<file path="src/rtl/ctrl_pkg.sv">
// Shared types and encodings for the multi-cycle controller and its instruction classifier.
package ctrl_pkg;

  typedef enum logic [2:0] {
    ST_FETCH  = 3'd0,
    ST_DECODE = 3'd1,
    ST_EXEC   = 3'd2,
    ST_MEM    = 3'd3,
    ST_WB     = 3'd4,
    ST_HALT   = 3'd5
  } ctrl_state_e;

  typedef enum logic [3:0] {
    CLS_NOP    = 4'd0,
    CLS_RTYPE  = 4'd1,
    CLS_IMM    = 4'd2,
    CLS_SHIFT  = 4'd3,
    CLS_LOAD   = 4'd4,
    CLS_STORE  = 4'd5,
    CLS_BRANCH = 4'd6,
    CLS_JMP    = 4'd7,
    CLS_JSB    = 4'd8,
    CLS_RET    = 4'd9,
    CLS_HALT   = 4'd10
  } instr_class_e;

  // Opcode prefixes, matched against the most significant bits of the instruction.
  localparam logic [1:0] PFX_RTYPE  = 2'b00;
  localparam logic [1:0] PFX_IMM    = 2'b01;
  localparam logic [2:0] PFX_SHIFT  = 3'b110;
  localparam logic [2:0] PFX_MEM    = 3'b100;
  localparam logic [2:0] PFX_BRANCH = 3'b101;
  localparam logic [3:0] PFX_JUMP   = 4'b1110;
  localparam logic [5:0] PFX_RET    = 6'b111100;

  localparam logic [1:0] MEM_LOAD  = 2'b00;
  localparam logic [1:0] MEM_STORE = 2'b01;

  localparam logic [1:0] BR_Z  = 2'b00;
  localparam logic [1:0] BR_NZ = 2'b01;
  localparam logic [1:0] BR_C  = 2'b10;
  localparam logic [1:0] BR_NC = 2'b11;

  localparam logic [1:0] PC_SRC_INC   = 2'b00;
  localparam logic [1:0] PC_SRC_JUMP  = 2'b01;
  localparam logic [1:0] PC_SRC_STACK = 2'b10;
  localparam logic [1:0] PC_SRC_BR    = 2'b11;

  function automatic logic branch_taken(input logic [1:0] cond, input logic zero,
                                        input logic carry);
    case (cond)
      BR_Z:    branch_taken = zero;
      BR_NZ:   branch_taken = !zero;
      BR_C:    branch_taken = carry;
      default: branch_taken = !carry;
    endcase
  endfunction

endpackage

</file>
<file path="src/rtl/instr_class_decode.sv">
// Combinational classifier: instruction register -> class, load/store flags, branch condition.
module instr_class_decode
  import ctrl_pkg::*;
#(
  parameter int INSTR_W = 19
) (
  input  logic [INSTR_W-1:0] ir,
  output instr_class_e       cls,
  output logic               is_load,
  output logic               is_store,
  output logic [1:0]         br_cond
);

  localparam int T = INSTR_W - 1;

  logic [1:0] sub;

  assign sub     = ir[T-3 -: 2];
  assign br_cond = sub;

  always_comb begin
    cls = CLS_NOP;
    if (&ir) begin
      cls = CLS_HALT;
    end else if (ir[T -: 2] == PFX_RTYPE) begin
      cls = CLS_RTYPE;
    end else if (ir[T -: 2] == PFX_IMM) begin
      cls = CLS_IMM;
    end else if (ir[T -: 3] == PFX_SHIFT) begin
      cls = CLS_SHIFT;
    end else if (ir[T -: 3] == PFX_MEM) begin
      // Memory subcodes other than load/store fall through as NOP.
      if (sub == MEM_LOAD) begin
        cls = CLS_LOAD;
      end else if (sub == MEM_STORE) begin
        cls = CLS_STORE;
      end
    end else if (ir[T -: 3] == PFX_BRANCH) begin
      cls = CLS_BRANCH;
    end else if (ir[T -: 4] == PFX_JUMP) begin
      cls = ir[T-4] ? CLS_JSB : CLS_JMP;
    end else if (ir[T -: 6] == PFX_RET) begin
      cls = CLS_RET;
    end
  end

  assign is_load  = (cls == CLS_LOAD);
  assign is_store = (cls == CLS_STORE);

endmodule

</file>
<file path="src/rtl/multicycle_controller.sv">
// Multi-cycle FETCH/DECODE/EXEC/MEM/WB controller with a shared ALU and memory port.
// Define STACK_GUARD_EN to build the call-depth counter and sticky stack_err trap.
module multicycle_controller
  import ctrl_pkg::*;
#(
  parameter int INSTR_W     = 19,
  parameter int STACK_DEPTH = 8,
  parameter int ACODE_W     = 3
) (
  input  logic               clk,
  input  logic               rst_n,
  input  logic [INSTR_W-1:0] instruction,
  input  logic               zero,
  input  logic               carry,
  input  logic               mem_ready,
  output logic [INSTR_W-1:0] ir_q,
  output logic               pc_write,
  output logic               ir_write,
  output logic [1:0]         pc_src,
  output logic               reg_write,
  output logic               update_z_c,
  output logic               alu_src,
  output logic               is_shift,
  output logic               mem_or_alu,
  output logic               reg2_read_source,
  output logic               mem_read,
  output logic               mem_write,
  output logic               stack_push,
  output logic               stack_pop,
  output logic [1:0]         scode,
  output logic [ACODE_W-1:0] acode,
  output logic               halted,
  output logic               stack_err,
  output ctrl_state_e        state_dbg
);

  ctrl_state_e  state_q;
  instr_class_e cls;
  logic         is_load;
  logic         is_store;
  logic [1:0]   br_cond;
  logic         stack_fault;

  instr_class_decode #(.INSTR_W(INSTR_W)) u_decode (
    .ir       (ir_q),
    .cls      (cls),
    .is_load  (is_load),
    .is_store (is_store),
    .br_cond  (br_cond)
  );

`ifdef STACK_GUARD_EN
  localparam int SP_W = $clog2(STACK_DEPTH + 1);

  logic [SP_W-1:0] sp_q;
  logic            stack_err_q;

  assign stack_fault = ((cls == CLS_JSB) && (sp_q == SP_W'(STACK_DEPTH))) ||
                       ((cls == CLS_RET) && (sp_q == '0));

  always_ff @(posedge clk or negedge rst_n) begin
    if (!rst_n) begin
      sp_q        <= '0;
      stack_err_q <= 1'b0;
    end else if (state_q == ST_EXEC) begin
      if (stack_fault) begin
        stack_err_q <= 1'b1;
      end else if (cls == CLS_JSB) begin
        sp_q <= sp_q + SP_W'(1);
      end else if (cls == CLS_RET) begin
        sp_q <= sp_q - SP_W'(1);
      end
    end
  end

  assign stack_err = stack_err_q;
`else
  assign stack_fault = 1'b0;
  assign stack_err   = 1'b0;
`endif

  // Memory handshake: mem_read/mem_write stay high for every MEM cycle; the access
  // completes on the rising edge where mem_ready=1, which is the last MEM cycle.
  always_ff @(posedge clk or negedge rst_n) begin
    if (!rst_n) begin
      state_q <= ST_FETCH;
      ir_q    <= '0;
    end else begin
      case (state_q)
        ST_FETCH: begin
          ir_q    <= instruction;
          state_q <= ST_DECODE;
        end
        ST_DECODE: state_q <= (cls == CLS_HALT) ? ST_HALT : ST_EXEC;
        ST_EXEC: begin
          case (cls)
            CLS_RTYPE, CLS_IMM, CLS_SHIFT: state_q <= ST_WB;
            CLS_LOAD, CLS_STORE:           state_q <= ST_MEM;
            CLS_JSB, CLS_RET:              state_q <= stack_fault ? ST_HALT : ST_FETCH;
            default:                       state_q <= ST_FETCH;
          endcase
        end
        ST_MEM: begin
          if (mem_ready) begin
            state_q <= is_load ? ST_WB : ST_FETCH;
          end
        end
        ST_WB:   state_q <= ST_FETCH;
        ST_HALT: state_q <= ST_HALT;
        default: state_q <= ST_FETCH;
      endcase
    end
  end

  // Strobes are gated by rst_n so an asserted reset silences them without waiting for a clock.
  always_comb begin
    pc_write         = 1'b0;
    ir_write         = 1'b0;
    pc_src           = PC_SRC_INC;
    reg_write        = 1'b0;
    update_z_c       = 1'b0;
    alu_src          = 1'b0;
    is_shift         = 1'b0;
    mem_or_alu       = 1'b0;
    reg2_read_source = 1'b0;
    mem_read         = 1'b0;
    mem_write        = 1'b0;
    stack_push       = 1'b0;
    stack_pop        = 1'b0;
    halted           = 1'b0;
    if (rst_n) begin
      case (state_q)
        ST_FETCH: begin
          ir_write = 1'b1;
          pc_write = 1'b1;
        end
        ST_EXEC: begin
          case (cls)
            CLS_IMM:   alu_src = 1'b1;
            CLS_SHIFT: is_shift = 1'b1;
            CLS_LOAD, CLS_STORE: begin
              alu_src          = 1'b1;
              reg2_read_source = 1'b1;
            end
            CLS_BRANCH: begin
              if (branch_taken(br_cond, zero, carry)) begin
                pc_write = 1'b1;
                pc_src   = PC_SRC_BR;
              end
            end
            CLS_JMP: begin
              pc_write = 1'b1;
              pc_src   = PC_SRC_JUMP;
            end
            CLS_JSB: begin
              if (!stack_fault) begin
                pc_write   = 1'b1;
                pc_src     = PC_SRC_JUMP;
                stack_push = 1'b1;
              end
            end
            CLS_RET: begin
              if (!stack_fault) begin
                pc_write  = 1'b1;
                pc_src    = PC_SRC_STACK;
                stack_pop = 1'b1;
              end
            end
            default: ;
          endcase
        end
        ST_MEM: begin
          mem_read  = is_load;
          mem_write = is_store;
        end
        ST_WB: begin
          reg_write  = 1'b1;
          mem_or_alu = !is_load;
          update_z_c = !is_load;
        end
        ST_HALT: halted = 1'b1;
        default: ;
      endcase
    end
  end

  assign acode     = ir_q[INSTR_W-3 -: ACODE_W];
  assign scode     = ir_q[INSTR_W-4 -: 2];
  assign state_dbg = state_q;

endmodule

</file>
<file path="config.mk">
export PLATFORM = sky130hd
export DESIGN_NAME = multicycle_controller
export DESIGN_NICKNAME = d
export VERILOG_FILES = /design/src/rtl/ctrl_pkg.sv /design/src/rtl/instr_class_decode.sv /design/src/rtl/multicycle_controller.sv
export SDC_FILE = /design/constraint.sdc
export NUM_CORES = 1
export LEC_CHECK = 0
export ABC_AREA = 1
export CORE_ASPECT_RATIO = 1.4
export CORE_MARGIN = 2
export CORE_UTILIZATION = 36
export CTS_CLUSTER_SIZE = 16
export DETAILED_ROUTE_END_ITERATION = 16
export PLACE_DENSITY = 0.76
export SYNTH_ARGS = -nofsm -noshare
export SYNTH_HDL_FRONTEND = slang
export SYNTH_SLANG_ARGS = --single-unit
export TNS_END_PERCENT = 30
</file>
<file path="constraint.sdc">
create_clock -name clk -period 1.3 [get_ports clk]
set_input_delay 0.26 -clock clk [delete_from_list [all_inputs] [get_ports clk]]
set_output_delay 0.26 -clock clk [all_outputs]
set_load 0.005 [all_outputs]
</file>
==> impl_metrics.toml <==
[logic_synthesis]
synth.yosys.seq_area_share_pct = 40.7
synth-seq-cells = 22
post_synth_main_area_contributors = "dfrtp_1, mux2_2, nand2_1"
ys.warnings.count = 0
synth.cell_area_mm2 = 0.00135
avgSynthCellArea_um2 = 8.16
syn_inst = 166
synth_top_area_share_pct = 40.7
synthesis.nets = 190
synth_top_cell_by_area = "dfrtp_1"
synthDistinctLibCells = 25

[floorplan]
num_rows = 26
core_area_mm2 = 0.00364
die-width_um = 55.8
die_y_um = 76.6
ioPinCount = 67
area_of_the_die_mm2 = 0.00427
start_util_pct = 37.2

[grt]
globalRoute.totalOverflow = 0
antenna_found_initial = 0
grt_start_max_net_pins = 22
first_global_vias = 1780
grt_pass1_wl_um = 7750
grt.total_usage_pct = 22.7

[placement]
dpl.hpwl_um = 2960
port_buffers = 65
place_area_mm2 = 0.00239
dp_slack_ns = -0.781
gpl.final_weighted_congestion = 0.855

[flow_run]
drv.max_cap_violation_count = 0

[cts]
clockBufferDepth = 2
numClockSinks = 22
worst_skew_pair.late_latency_ns = 0.26
clock_tree.htree_level_count = 1
number_of_buffers_created_by_cts = 3
cts_root_buf = "clkbuf_8"
cts_tree = "built"
hold_buffers = 0
clk_transition_reported_paths_ns = 0.08

[sta]
timing_hold_violations_final = 0
rsz0062_at_grt = "true"
finalSetupViolCount = 48
finalWorstSetupSlack_ns = -0.615
maximum_clock_frequency_mhz = 522
setup-tns-final_ns = -12.68
period_minus_slack_ns = 1.91
skew_final_ns = 0.00450
finalHoldWorstSlack_ns = 0.134
post-route-period-util_pct = 147
number_of_pins_with_negative_max_slew_slack_in_the_final_report = 0

[route]
vias = 1749
wirelength_um = 5370
drt_pass1_iterations = 4
drt_iter0_drc = 64
antenna_left = 0
avgViaCountPerCell = 4.93
wire_per_inst_um = 15.1
drt_drc_violations_left = 0

[pwr]
pwr_density_cell_mw_per_mm2 = 2460
report.power.total_uw = 7460
p_leak_uw = 0.00150
power.ir.vdd_worst_mv = 2.22

[worst_setup_path]
critical_path.max_fanout = 5
worst_setup_path_start_kind = "flop"
timing.rr.end = "ir_q[18]$_DFFE_PN0N_"
crit_type = "flop to output pin"
critical_path.reg2reg.startpoint = "state_dbg[2]$_DFFE_PN0P_"
reg2reg_depth = 8
reg2reg_slack_ns = -0.29
crit_path_end_kind = "output pin"
arrival_time_at_the_worst_endpoint_ns = 1.65
data_required_time_of_the_critical_path_ns = 1.04

[status]
failing_checks = "negative setup slack"
outcome = "finished with violations"

[worst_hold_path]
hold_class = "primary input to async pin"

[cells_and_area]
drive_above_1_share_pct = 67.1
area_growth_from_synthesis_to_final_layout_pct = 124
post-route-cell-area_mm2 = 0.00304
insertedDiodeCount = 0
fin_nets = 338
registers in the layout, indices dropped and copies added, names as in the netlist:
name,flops
ir_q,19
state_dbg,3
layout by cell type (no fill, tap or decap), drive strengths merged, types with 2 or more instances in the layout:
master | netlist | final
nand2 | 37 | 37
buf | 10 | 104
o21bai | 2 | 2
o21ai | 5 | 5
clkbuf | 0 | 14
nand4 | 4 | 4
dlygate4sd2 | 0 | 2
mux2 | 15 | 15
nand3 | 9 | 9
clkdlybuf4s15 | 0 | 15
inv | 16 | 17
a21oi | 10 | 10
nor3 | 4 | 4
clkdlybuf4s50 | 0 | 22
dfrtp | 22 | 22
nor2 | 26 | 26
metal layers:
metal	vias up	track usage, %	share of wire [%]
li1	824	-	-
met1	849	23.2	37
met2	63	42.3	56
met3	13	4.41	4.2
met4	0	12.1	2.6
met5	-	0	0
final cells by class:
class / count / area, µm²
inverter: 17 / 68.8
sequential: 22 / 557
timing repair buffer: 153 / 1320
multi-input combinational: 117 / 986
tap: 42 / 52.6
fill: 203 / 606
clock buffer: 4 / 55.1
cells in the mapped netlist (all sizes together):
library cell	instances
mux2	15
inv	16
o21ai	5
nand3	9
nand2	37
clkinv	1
buf	10
a21boi	1
xor2	1
nor4	1
conb	1
nor3	4
nor2	26
a21oi	10
dfrtp	22
nand4	4
o21bai	2
or2	1
metrics by stage:
stage / util [%] / cells
6_report: 83.4 / 355
5_1_grt: 83.4 / 355
4_1_cts: 76.4 / 348
3_5_place_dp: 65.6 / 313
3_3_place_gp: 65.6 / 313
2_1_floorplan: - / 166
repair_timing:
item	4_1_cts	5_1_grt
pin swaps	24	25
endpoints found under the setup margin	58	64
cloned	0	0
buffers inserted	31	9
resized for setup	162	88
cells by family (layout without fill, tap and decap cells):
kind of cell | after synthesis | after routing | synth area share [%]
xor gates and xnor gates | 1 | 1 | 0.647
other | 1 | 1 | 0.277
buffers and inverters | 27 | 174 | 10.1
muxes | 15 | 15 | 12.5
DFF | 22 | 22 | 40.7
AOI/OAI and AO/OA | 18 | 18 | 8.60
and+or+nand+nor | 82 | 82 | 27.3
worst max-delay path, cell delays in order, from the launching register on:
cell and delay [ns]:
dfrtp_2 0.43, buf_6 0.12, nand3_4 0.11, nor2_2 0.17
a21oi_2 0.06, inv_2 0.07, nand2_2 0.06, nor3_2 0.15
clkdlybuf4s15_1 0.22
report_power, final:
group	switching (µW)	internal, µW	leakage [µW]
registers	313	1050	0.000253
clock network	211	270	0.0000288
logic	2420	3200	0.00121
worst max-delay path by stage:
stage / from / to / depth (start not counted)
2_1_floorplan: ir_q[18]$_DFFE_PN0N_ / update_z_c / 7
3_3_place_gp: rst_n / alu_src / 7
3_5_place_dp: rst_n / alu_src / 7
4_1_cts: ir_q[18]$_DFFE_PN0N_ / stack_push / 9
5_1_grt: ir_q[18]$_DFFE_PN0N_ / mem_write / 8
6_report: ir_q[16]$_DFFE_PN0N_ / mem_write / 8
(Power assumes the default switching activity.)
